==> src/rtl/pc_sequencer.sv <==
// Program counter and HALT/FETCH/EXEC/MCWAIT run control for picoMIPS; one instruction per FETCH_LAT+1 cycles.
// No backpressure: MCWAIT stalls indefinitely on mc_done, and exec_en/mc_start are combinational from state.
module pc_sequencer #(
    parameter int PSIZE      = 6,
    parameter int FETCH_LAT  = 1,
    parameter int AUTO_START = 1,
    parameter int ICNT_W     = 16
) (
    input  logic              clk,
    input  logic              reset,
    input  logic              start,
    input  logic              step,
    input  logic              halt_req,
    input  logic              PC_incr,
    input  logic              PC_abs_branch,
    input  logic              PC_rel_branch,
    input  logic [PSIZE-1:0]  branch_val,
    input  logic              mc_req,
    input  logic              mc_done,
    output logic [PSIZE-1:0]  PC,
    output logic              exec_en,
    output logic              mc_start,
    output logic              running,
    output logic [ICNT_W-1:0] icount
);

    typedef enum logic [1:0] {
        S_HALT   = 2'd0,
        S_FETCH  = 2'd1,
        S_EXEC   = 2'd2,
        S_MCWAIT = 2'd3
    } state_t;

    localparam logic [2:0] FETCH_LAST = 3'(FETCH_LAT - 1);
    localparam state_t     RST_STATE  = (AUTO_START != 0) ? S_FETCH : S_HALT;
    localparam logic       RST_RUN    = (AUTO_START != 0);

    state_t             state_q, state_d;
    logic [PSIZE-1:0]   pc_d;
    logic               run_mode_q, run_mode_d;
    logic               halt_pend_q, halt_pend_d;
    logic [2:0]         fcnt_q, fcnt_d;

    always_comb begin
        state_d     = state_q;
        pc_d        = PC;
        run_mode_d  = run_mode_q;
        halt_pend_d = halt_pend_q;
        fcnt_d      = fcnt_q;
        exec_en     = 1'b0;
        mc_start    = 1'b0;

        if (state_q != S_HALT && halt_req) begin
            halt_pend_d = 1'b1;
        end

        case (state_q)
            S_HALT: begin
                if (start) begin
                    state_d    = S_FETCH;
                    run_mode_d = 1'b1;
                end else if (step) begin
                    state_d    = S_FETCH;
                    run_mode_d = 1'b0;
                end
            end
            S_FETCH: begin
                if (fcnt_q == FETCH_LAST) begin
                    fcnt_d  = 3'd0;
                    state_d = S_EXEC;
                end else begin
                    fcnt_d = fcnt_q + 3'd1;
                end
            end
            S_EXEC: begin
                if (mc_req) begin
                    mc_start = 1'b1;
                    state_d  = S_MCWAIT;
                end else begin
                    exec_en = 1'b1;
                    if (PC_abs_branch) begin
                        pc_d = branch_val;
                    end else if (PC_rel_branch) begin
                        pc_d = PC + branch_val;
                    end else if (PC_incr) begin
                        pc_d = PC + PSIZE'(1);
                    end
                end
            end
            S_MCWAIT: begin
                // Multi-cycle ops always fall through to the next address.
                if (mc_done) begin
                    exec_en = 1'b1;
                    pc_d    = PC + PSIZE'(1);
                end
            end
            default: state_d = S_HALT;
        endcase

        // A halt request landing on the commit cycle still stops after this instruction.
        if (exec_en) begin
            if (halt_pend_q || halt_req || !run_mode_q) begin
                state_d     = S_HALT;
                halt_pend_d = 1'b0;
            end else begin
                state_d = S_FETCH;
            end
        end
    end

    always_ff @(posedge clk) begin
        if (!reset) begin
            state_q     <= RST_STATE;
            PC          <= '0;
            icount      <= '0;
            run_mode_q  <= RST_RUN;
            halt_pend_q <= 1'b0;
            fcnt_q      <= 3'd0;
        end else begin
            state_q     <= state_d;
            PC          <= pc_d;
            run_mode_q  <= run_mode_d;
            halt_pend_q <= halt_pend_d;
            fcnt_q      <= fcnt_d;
            if (exec_en) begin
                icount <= icount + ICNT_W'(1);
            end
        end
    end

    assign running = (state_q != S_HALT);

endmodule

==> config.mk <==
export PLATFORM = sky130hd
export DESIGN_NAME = pc_sequencer
export DESIGN_NICKNAME = d
export VERILOG_FILES = /design/src/rtl/pc_sequencer.sv
export SDC_FILE = /design/constraint.sdc
export NUM_CORES = 1
export LEC_CHECK = 0
export ABC_CLOCK_PERIOD_IN_PS = 4600
export CORE_MARGIN = 3
export CORE_UTILIZATION = 25
export DETAILED_ROUTE_END_ITERATION = 12
export PLACE_DENSITY = 0.47
export SYNTH_ARGS = -nofsm -noshare
export SYNTH_HDL_FRONTEND = slang
export SYNTH_SLANG_ARGS = --single-unit
==> constraint.sdc <==
create_clock -name clk -period 4.6 [get_ports clk]
set_input_delay 0.92 -clock clk [delete_from_list [all_inputs] [get_ports clk]]
set_output_delay 0.92 -clock clk [all_outputs]
set_load 0.01 [all_outputs]
# Word level (Yosys, flattened, before mapping)
# Cells that the tools add are included.
[word_totals]
reg_bits = 29
in_bits = 16
out_inout_bits = 25
word_cells = 56
[classes]
addsub = 4
n_eq_ne = 9
n_mux = 24
n_reduce_logical = 13
[op_table]
columns = ["op", "n"]
rows = [
  ["$mux 6", 5],
  ["$add 16x1->16 const B", 1],
  ["$pmux 6 s2", 1],
  ["$mux 1", 10],
  ["$mux 2", 5],
  ["$ne 4x4->1 const B", 2],
  ["$reduce_and 4->1", 2],
  ["$add 6x1->6 const B", 1],
  ["$add 6x6->6", 1],
  ["$ne 3x3->1 const B", 2],
  ["$pmux 2 s3", 1],
  ["$reduce_bool 2->1", 3],
  ["$eq 2x2->1 const B", 2],
  ["$ne 2x2->1 const B", 2],
  ["$reduce_bool 4->1", 1],
  ["$add 3x1->3 const B", 1],
  ["$logic_not 3->1", 1],
  ["$mux 3", 1],
  ["$eq 2x1->1 const B", 1],
  ["$logic_not 2->1", 1],
  ["$logic_or 1x1->1", 2],
  ["$pmux 1 s2", 1],
  ["$reduce_and 2->1", 1],
  ["$logic_and 1x1->1", 1],
  ["$logic_not 1->1", 1],
]

# Depth between registers and ports, before layout
# Gate-level depths: netlist of run 1.
[depth]
word_depth = 6
ltp_mapped = 8
depth_no_buf = 8

# Worst setup path before layout of run 1
# No wires, ideal clock.
[synth_timing]
kind = "input to output"
startpoint = "input port mc_req"
endpoint = "output port exec_en"
arrival_time_ns = 1.567
required_time_ns = 3.680
slack_ns = 2.113
cell_stages = 3
path_buffers = 1
cell_sequence = "and2b_1 > or2_2 > buf_2"
[synth_via]
elab_chain_len = 2
[synth_lines]
columns = ["item", "line", "source"]
rows = [
  ["from (decl)", "18", "input logic mc_req,"],
  ["$mux 1", "76", "if (mc_req) begin"],
  ["$pmux 1 s2", "57", "case (state_q)"],
  ["to (decl)", "21", "output logic exec_en,"],
]
# No other way between the ends.

# Worst setup path in the final report of run 1
# Same ends and word-level chain as after synthesis.

==> reports/summary.txt, run 1 <==
Result of the run - complete, no violations
Clock insertion delay at the later pin of the skew report - 0.27 ns
Count of final setup violators - 0
Number of port buffers - 40
Period utilization - 75.18%
Clock transition time at the flip-flop clock pins of the worst setup and hold paths - 0.06 ns
Number of detailed-route iterations in the first pass - 4
Net Sw Power - 0.2800 mW
Share of synthesized cell area in full adder, half adder and majority cells - 11.52%
Sw frac - 34.29%
Summed negative setup slack over all endpoints - 0 ns
DP HPWL - 3355 um
Leading post-synthesis cells by cell area - dfxtp_1, ha_1, nor2_1
Grt ovf - 0
Post-route minimum period - 3.458 ns
Kind of end point of the critical path - output pin
H-tree depth - 2
Arrival time of the worst setup path - 2.54 ns
Clock group share of total power - 25.7%
Internal Pwr Total - 0.5366 mW
Mean post-synth cell area - 8.309 um^2
Gp weighted congestion - 0.7735
Top layer in use - met4
Normalized max-slew margin - 43.35%
Final hold vios - 0
Worst Path Max Fanout - 12
Max Freq - 289.2 MHz
Clock buffer depth - 2
Comb power frac - 36.8%
DR vias - 1637
Overall power of the completed layout - 0.8166 mW
Total Die Area - 0.008267 mm^2
Routed length on met1 - 2290 um
Number of nets at the end of the flow - 290
Post-CTS setup-driven buffer insertion count - 0
CORE AREA - 0.006907 mm^2
Placed standard-cell area - 0.002296 mm^2
CP Class - in2out
Largest net degree at the start of global routing - 28
Transition time at the pin with the least slew margin - 0.8445 ns
Class of the most critical hold timing path - reg2reg
Vias per cell - 4.624
Global-route wire length before repair - 7590 um
Final std cell area, no fill - 0.002382 mm^2
Starting density of the core - 26.11%
Pleak - 0.8661 nW
Number of buffers created by CTS - 5
Crit start category - primary input
Number of warnings issued by yosys - 0
Fraction of layout cells with a size suffix above 1 - 4.264%
Simple-gate share of the synthesized area - 22.41%
Vertical die dimension - 90.93 um
Total I/O pin count - 41
Via count of the first global-routing pass - 1550
Cell count after synthesis - 217
Final number of max-transition violations - 0
Cell at the root of the clock tree - clkbuf_8
Remaining design rule violation count - 0
Sequential cell fraction of total power - 37.5%
Number of fill cells - 743
Number of enable flip-flop cells after synthesis - 0
Most common flop cell mapped by yosys - dfxtp_1
Number of antenna violations at the first check in global routing - 0
Main combinational cell family by area after synthesis - simple AND/OR/NAND/NOR gates
Cell area after synthesis - 0.001803 mm^2
Detail Route met3 WL - 184 um
Resize count post-CTS - 0
Hold-fix buffers, CTS - 0
Total Wirelength - 4483 um
Async set-reset flop share out of synthesis - 0%
Clock tree from TritonCTS - done
Parity-gate share of the synthesized area counting xor and xnor cells - 7.287%
Wire length on met2 - 1953 um
Leading cell type by number of instances after synthesis - dfxtp_1
Fraction of synthesized area in multiplexers - 1.666%
Count of state elements after synthesis - 29
Worst IR Drop VDD - 0.0001180 V
Floorplan row count - 30
CTS sink cnt - 29
Total global routing track utilization - 11.20%
Number of maximum-capacitance violations - 0
Diodes inserted - 0
Leading cell types by count after synthesis - dfxtp_1, nor2_1, ha_1, inv_1, a21oi_1
Area added between synthesis and finish - 32.13%
Routed len/inst - 12.66 um
Power density over the cells - 342.8 mW/mm^2
Final ANT Viol Nets - 0
Unique masters post-synth - 43
Post-synth top area cell - dfxtp_1
Starting DRT DRC Count - 93
Synth Area in Compound Gates - 20.06%
Floorplan die width - 90.93 um
Post-synth net total - 249
Setup repair after global routing missed its margin - no
Data required time at the worst endpoint - 3.68 ns
Share of the yosys chip area belonging to registers - 32.20%
Area share of the largest cell type after synthesis - 32.20%
Setup Skew - 0.005532 ns
per-layer routing:
layer	track usage, %	vias to the layer above
li1	-	856
met1	15.58	745
met3	2.750	6
met4	3.769	0
met2	16.80	30
met5	0	-
kinds of logic (layout without fill, tap and decap cells):
group,Yosys count,in the layout
AO/OA/AOI/OAI,51,51
flip-flops,29,29
adder cells (fa/ha/maj),16,16
buffers and inverters,22,63
XOR/XNOR,15,15
AND/OR/NAND/NOR,81,81
multiplexers,3,3
sequential cells by signal, summed over array words and instances (netlist names):
register,cells
run_mode_q,1
state_q,2
halt_pend_q,1
fcnt_q,3
icount,16
PC,6
worst max-delay path, stage by stage:
cell	delay (ns)
clkdlybuf4s50_1	0.49
and2b_1	0.21
or2_2	0.39
clkdlybuf4s50_1	0.51
cell type report:
cell class / instances / area, um^2 / area share [%]
Inverter: 16 / 60.06 / 2.521
Clock buffer: 7 / 86.33 / 3.624
Timing Repair Buffer: 40 / 400.4 / 16.81
Multi-Input combinational cell: 166 / 1135 / 47.64
Sequential cell: 29 / 580.6 / 24.37
Tap cell: 96 / 120.1 / 5.042
power groups by stage:
stage | clock network, mW | registers [mW] | logic [mW]
final | 0.210 | 0.306 | 0.301
after global routing | 0.231 | 0.311 | 0.342
after CTS | 0.222 | 0.307 | 0.302
after detailed placement | 0 | 0.312 | 0.301
after global placement | 0 | 0.313 | 0.302
after floorplan | 0 | 0.310 | 0.206
stage by stage:
stage | cells | utilization (%) | hold slack, ns | setup WS [ns]
floorplan | 217 | - | 0.4557 | 2.113
global placement | 347 | 33.24 | 0.4850 | 1.131
detailed placement | 347 | 33.24 | 0.4790 | 1.130
CTS | 354 | 34.49 | 0.4989 | 1.120
global route | 354 | 34.49 | 0.5189 | 1.073
finish | 354 | 34.49 | 0.4988 | 1.142
path summary, 6_finish.rpt:
| kind | start | to | slack [ns] | depth (start not counted) |
|---|---|---|---|---|
| worst max-delay path | mc_req | exec_en | 1.14 | 4 |
| worst min register to register | fcnt_q[0]$_SDFFE_PN0P_ | fcnt_q[0]$_SDFFE_PN0P_ | 0.50 | 2 |
| worst min-delay path | fcnt_q[0]$_SDFFE_PN0P_ | fcnt_q[0]$_SDFFE_PN0P_ | 0.50 | 2 |
| worst max register to register | state_q[0]$_SDFFE_PN1P_ | PC[4]$_SDFFE_PN0P_ | 2.09 | 6 |
cells in the final DEF (no fill, tap or decap), drive strengths merged, types with 7 or more instances in the layout:
cell type,Yosys,routed
a21oi,14,14
clkbuf,4,7
clkdlybuf4s50,0,40
dfxtp,29,29
ha,15,15
inv,15,15
nand2,12,12
nand3,7,7
nor2,22,22
nor3,9,9
o21ai,10,10
xnor2,9,9
(Power assumes the default switching activity.)
==> run 2: changes to the inputs <==
Settings changed: ABC_CLOCK_PERIOD_IN_PS 4600 to 3600.
Clock period 4.6 ns to 3.6 ns, I/O delays scaled along.
==> run 2 against run 1 <==
Compared with the run above: die area stayed put; core utilization increased by 0.54 points; via count grew 0.49%; sequential cell count did not move; critical path type unchanged; total power up 34%; setup slack worse by 0.51 ns; first-iteration DRC count fell by 24%; clock skew rose by 0.0021 ns.
==> reports/summary.txt, run 2 (synthesis gave the netlist of run 1 again) <==
Register name with the most flops - icount
Gp weighted congestion - 0.8292
Clock tree from TritonCTS - done
Kind of end point of the critical path - output pin
Number of port buffers - 40
Clock buffer depth - 2
Final number of max-transition violations - 0
Pleak - 0.8915 nW
Worst setup slack after layout - 0.6302 ns
Routed len/inst - 13.02 um
Clock insertion delay at the later pin of the skew report - 0.29 ns
DP HPWL - 3423 um
Total Wirelength - 4662 um
Combined flip-flop and latch cell area - 580.6 um^2
Floorplan row count - 30
Final hold vios - 0
Commonest non-fill, non-tap cell in the layout - clkdlybuf4s50_1
Resize count post-CTS - 0
Final std cell area, no fill - 0.002420 mm^2
Post-route minimum period - 2.970 ns
Transition time at the pin with the least slew margin - 0.5045 ns
Grt ovf - 0
Worst min-delay path startpoint - icount[7]$_SDFFE_PN0P_
Clock transition time at the flip-flop clock pins of the worst setup and hold paths - 0.06 ns
CTS sink cnt - 29
Vertical die dimension - 90.93 um
H-tree depth - 2
Power density over the cells - 452.4 mW/mm^2
Via count of the first global-routing pass - 1643
Setup Skew - 0.007605 ns
Remaining design rule violation count - 0
Worst IR Drop VDD - 0.0001876 V
CP Class - in2out
Class of the most critical hold timing path - reg2reg
Number of buffers created by CTS - 5
Number of maximum-capacitance violations - 0
Number of fill cells - 746
CORE AREA - 0.006907 mm^2
Cell at the root of the clock tree - clkbuf_8
Crit start category - primary input
Number of cells on the worst hold path - 2
Reg2reg end - state_q[1]$_SDFFE_PN0P_
Met3 global-route usage - 3.750%
Total global routing track utilization - 11.63%
Reg2reg path depth - 7
Result of the run - complete, no violations
Final ANT Viol Nets - 0
Global-route wire length before repair - 7941 um
Normalized max-slew margin - 66.22%
Area taken by multi-input logic gates - 0.001135 mm^2
Total Die Area - 0.008267 mm^2
R2R Path Start - state_q[0]$_SDFFE_PN1P_
Max Freq - 336.7 MHz
Data required time at the worst endpoint - 2.88 ns
Grt met1 use - 15.62%
Starting density of the core - 26.11%
Arrival time of the worst setup path - 2.25 ns
Minimum setup slack after placement - 0.6429 ns
Number of nets at the end of the flow - 293
Largest net degree at the start of global routing - 18
Vias per cell - 4.595
Largest register FFs - 16
Fraction of layout cells with a size suffix above 1 - 6.107%
Post-CTS setup-driven buffer insertion count - 0
Destination of the worst hold path - icount[7]$_SDFFE_PN0P_
Count of final setup violators - 0
Area added between synthesis and finish - 34.21%
Routing layer with the top usage in global route - met2
Global-route track usage on met2 - 17.84%
Overall power of the completed layout - 1.095 mW
Worst Path Max Fanout - 3
Total I/O pin count - 41
Diodes inserted - 0
Number of detailed-route iterations in the first pass - 4
Period utilization - 82.49%
Most frequent cells in the layout - clkdlybuf4s50_1, dfxtp_1, nor2_1
DR vias - 1645
Placed standard-cell area - 0.002318 mm^2
Flop-to-flop setup slack - 1.43 ns
Summed negative setup slack over all endpoints - 0 ns
Floorplan die width - 90.93 um
Registers with the most flip-flops - icount: 16 flops, PC: 6 flops, fcnt_q: 3 flops
Hold-fix buffers, CTS - 0
Starting DRT DRC Count - 71
Number of antenna violations at the first check in global routing - 0
Setup repair after global routing missed its margin - no
==> run 2: cell types whose count changed in the layout (fill, tap and decap cells not counted), sizes merged <==
cell    before  now
clkinv       1    2
buf          0    3
==> run 2: metrics by stage <==
step	hold slack, ns	util [%]	std cells
6_report	0.4963	35.04	358
5_1_grt	0.5359	35.04	358
4_1_cts	0.5105	35.04	358
3_5_place_dp	0.4926	33.57	350
3_3_place_gp	0.4879	33.57	350
2_1_floorplan	0.4557	-	217
==> run 2: critical path, cell delays in order <==
cell and delay (ns):
clkdlybuf4s50_1 0.50, and2b_1 0.22, or2_2 0.32, clkdlybuf4s50_1 0.49
==> run 2: how the worst max path moves through the flow <==
stage                              from            endpoint  slack [ns]  cells after the start
final                            mc_req             exec_en        0.63                      4
after global routing             mc_req             exec_en        0.60                      4
after CTS                        mc_req             exec_en        0.62                      4
after detailed placement         mc_req             exec_en        0.64                      4
after global placement           mc_req             exec_en        0.63                      4
after floorplan           branch_val[0]  PC[4]$_SDFFE_PN0P_        1.44                      8
==> run 2: power by group <==
part           switching (mW)  leakage [nW]  internal, mW
Combinational           0.208         0.602         0.191
Sequential             0.0402         0.235         0.352
Clock                   0.131        0.0542         0.173
==> run 2: cell type report <==
type                            instances  share of cell area (%)
Clock buffer                            7                   3.981
Timing Repair Buffer                   43                   17.48
Tap cell                               96                   4.964
Inverter                               16                   2.482
Clock inverter                          1                  0.2068
Multi-Input combinational cell        166                   46.90
Sequential cell                        29                   23.99
==> run 2: routing by layer <==
metal,wire [um],up-vias
met5,0,-
met1,2342,752
met3,191,6
met2,2073,25
met4,54,0
li1,-,862
==> run 3: changes to the inputs <==
Settings changed: ABC_CLOCK_PERIOD_IN_PS 3600 to 2500, PLACE_DENSITY 0.47 to 0.48.
Clock period 3.6 ns to 2.5 ns, I/O delays scaled along.
==> run 3 against run 2 <==
Compared with the run above: sequential cell count is the same; total power increased by 49%; sequential power grew 42%; sequential share of layout area down 0.62 points; register-to-register slack worse by 0.97 ns; clock-buffer cell count shrank 2; combinational power increased by 52%; worst hold slack improved by 0.0016 ns; non-clock buffer count rose by 8; critical path type is now reg2out; highest routed layer unchanged.
==> reports/summary.txt, run 3 (synthesis gave the netlist of run 1 again) <==
Result of the run - complete, no violations
Registers with the most flip-flops - icount: 16 flops, PC: 6 flops, fcnt_q: 3 flops
Floorplan die width - 90.93 um
Largest net degree at the start of global routing - 24
Starting density of the core - 26.11%
Clock buffer depth - 2
Fraction of layout cells with a size suffix above 1 - 8.922%
Remaining design rule violation count - 0
Post-route minimum period - 2.286 ns
Period utilization - 91.45%
Internal Pwr Total - 1.088 mW
Resize count post-CTS - 2
Total Die Area - 0.008267 mm^2
Number of buffer and inverter stages on the critical path - 2
Power density over the cells - 658.5 mW/mm^2
Via count of the first global-routing pass - 1666
Normalized max-slew margin - 67.69%
Arrival time of the worst setup path - 1.79 ns
CP Class - reg2out
Transition time at the pin with the least slew margin - 0.4831 ns
CP top delay family - simple AND/OR/NAND/NOR gates
Class of the most critical hold timing path - reg2reg
Commonest non-fill, non-tap cell in the layout - clkdlybuf4s50_1
DR vias - 1692
Count of final setup violators - 0
Starting DRT DRC Count - 53
Number of antenna violations at the first check in global routing - 0
Number of maximum-capacitance violations - 0
Overall power of the completed layout - 1.636 mW
Worst IR Drop VDD - 0.0001935 V
Pleak - 0.9339 nW
CP max-delay cell - dfxtp_1
Number of fill cells - 750
Worst Path Max Fanout - 6
CORE AREA - 0.006907 mm^2
Kind of end point of the critical path - output pin
Setup Skew - 0.006389 ns
Clock group share of total power - 28.9%
Largest register FFs - 16
Share of the core filled with cells - 35.96%
Biggest cell delay along the critical path - 0.38 ns
Vertical die dimension - 90.93 um
Sequence of cells on the critical path - inv_1, ha_2, and2b_1, or2_2, dlygate4sd2_1
Hold-fix buffers, CTS - 0
Max Freq - 437.4 MHz
Number of port buffers - 40
Clock tree from TritonCTS - done
Total global routing track utilization - 11.56%
Data required time at the worst endpoint - 2.00 ns
Clock insertion delay at the later pin of the skew report - 0.28 ns
Net Sw Power - 0.5478 mW
Number of nets at the end of the flow - 301
Most frequent cells in the layout - clkdlybuf4s50_1, dfxtp_1, nor2_1
Post-CTS setup-driven buffer insertion count - 0
Sequential cell fraction of total power - 34.1%
Gp weighted congestion - 0.7864
Global-route wire length before repair - 7845 um
Area added between synthesis and finish - 37.75%
Comb power frac - 37.0%
CTS sink cnt - 29
Total Wirelength - 4542 um
Register name with the most flops - icount
Final hold vios - 0
Grt ovf - 0
H-tree depth - 2
Sw frac - 33.49%
DP HPWL - 3445 um
Final number of max-transition violations - 0
Crit start category - flip-flop
Number of detailed-route iterations in the first pass - 4
Diodes inserted - 0
Flop-to-flop setup slack - 0.46 ns
Vias per cell - 4.636
Total I/O pin count - 41
Floorplan row count - 30
Cell at the root of the clock tree - clkbuf_8
Number of buffers created by CTS - 5
Final ANT Viol Nets - 0
Setup repair after global routing missed its margin - no
Clock transition time at the flip-flop clock pins of the worst setup and hold paths - 0.06 ns
Routed len/inst - 12.44 um
-- run 3: cell types whose count changed in the layout (fill, tap and decap cells not counted) --
cell	previous run	this run
buf_4	3	11
bufinv_16	0	1
clkbuf_8	7	5
clkdlybuf4s50_1	40	39
dlygate4sd2_1	0	1
ha_1	15	14
ha_2	0	1
-- run 3: per-stage QoR --
step,std cells,hold slack [ns],TNS (ns),instance area [um^2],setup WS (ns)
final,365,0.4979,0,2484,0.2137
after global routing,365,0.5298,0,2484,0.004798
after CTS,365,0.4946,0,2484,0.1896
after detailed placement,358,0.4765,-0.02797,2379,-0.02797
after global placement,358,0.4821,-0.01666,2379,-0.01666
after floorplan,217,0.4557,0,1803,0.5552
-- run 3: final timing paths --
kind | from | cells past startpoint | end
max reg2reg | state_q[0]$_SDFFE_PN1P_ | 8 | state_q[0]$_SDFFE_PN1P_
min reg2reg | fcnt_q[0]$_SDFFE_PN0P_ | 2 | fcnt_q[0]$_SDFFE_PN0P_
max | state_q[0]$_SDFFE_PN1P_ | 5 | exec_en
min | fcnt_q[0]$_SDFFE_PN0P_ | 2 | fcnt_q[0]$_SDFFE_PN0P_
-- run 3: worst register-to-register path, stage by stage, from the launching register on --
cell and delay [ns]:
dfxtp_1 0.38, inv_1 0.11, ha_2 0.24, and2b_1 0.18, or2_2 0.30, buf_4 0.19, o32ai_1 0.26, and2_1 0.20
o21ai_0 0.06
-- run 3: per-layer routing --
metal | vias up | GRT usage, % | part of all wire, %
met3 | 5 | 3.417 | 3.7
met1 | 782 | 15.01 | 50
li1 | 884 | - | -
met5 | - | 0 | 0
met2 | 21 | 18.27 | 46
met4 | 0 | 3.769 | 0.92
-- run 3: final cells by class --
type | count | area (um^2) | share of cell area (%)
clock buffer | 5 | 68.82 | 2.771
clock inverter | 2 | 35.03 | 1.411
inverter | 16 | 60.06 | 2.418
multi-input combinational | 166 | 1137 | 45.79
sequential | 29 | 580.6 | 23.38
tap | 96 | 120.1 | 4.836
timing repair buffer | 51 | 481.7 | 19.40
-- run 3: power by group through the flow --
stage,combinational (mW),clock (mW),sequential (mW)
after detailed placement,0.607,0,0.569
after CTS,0.611,0.495,0.559
after global routing,0.690,0.514,0.568
final,0.605,0.473,0.558
after global placement,0.605,0,0.568
after floorplan,0.380,0,0.571
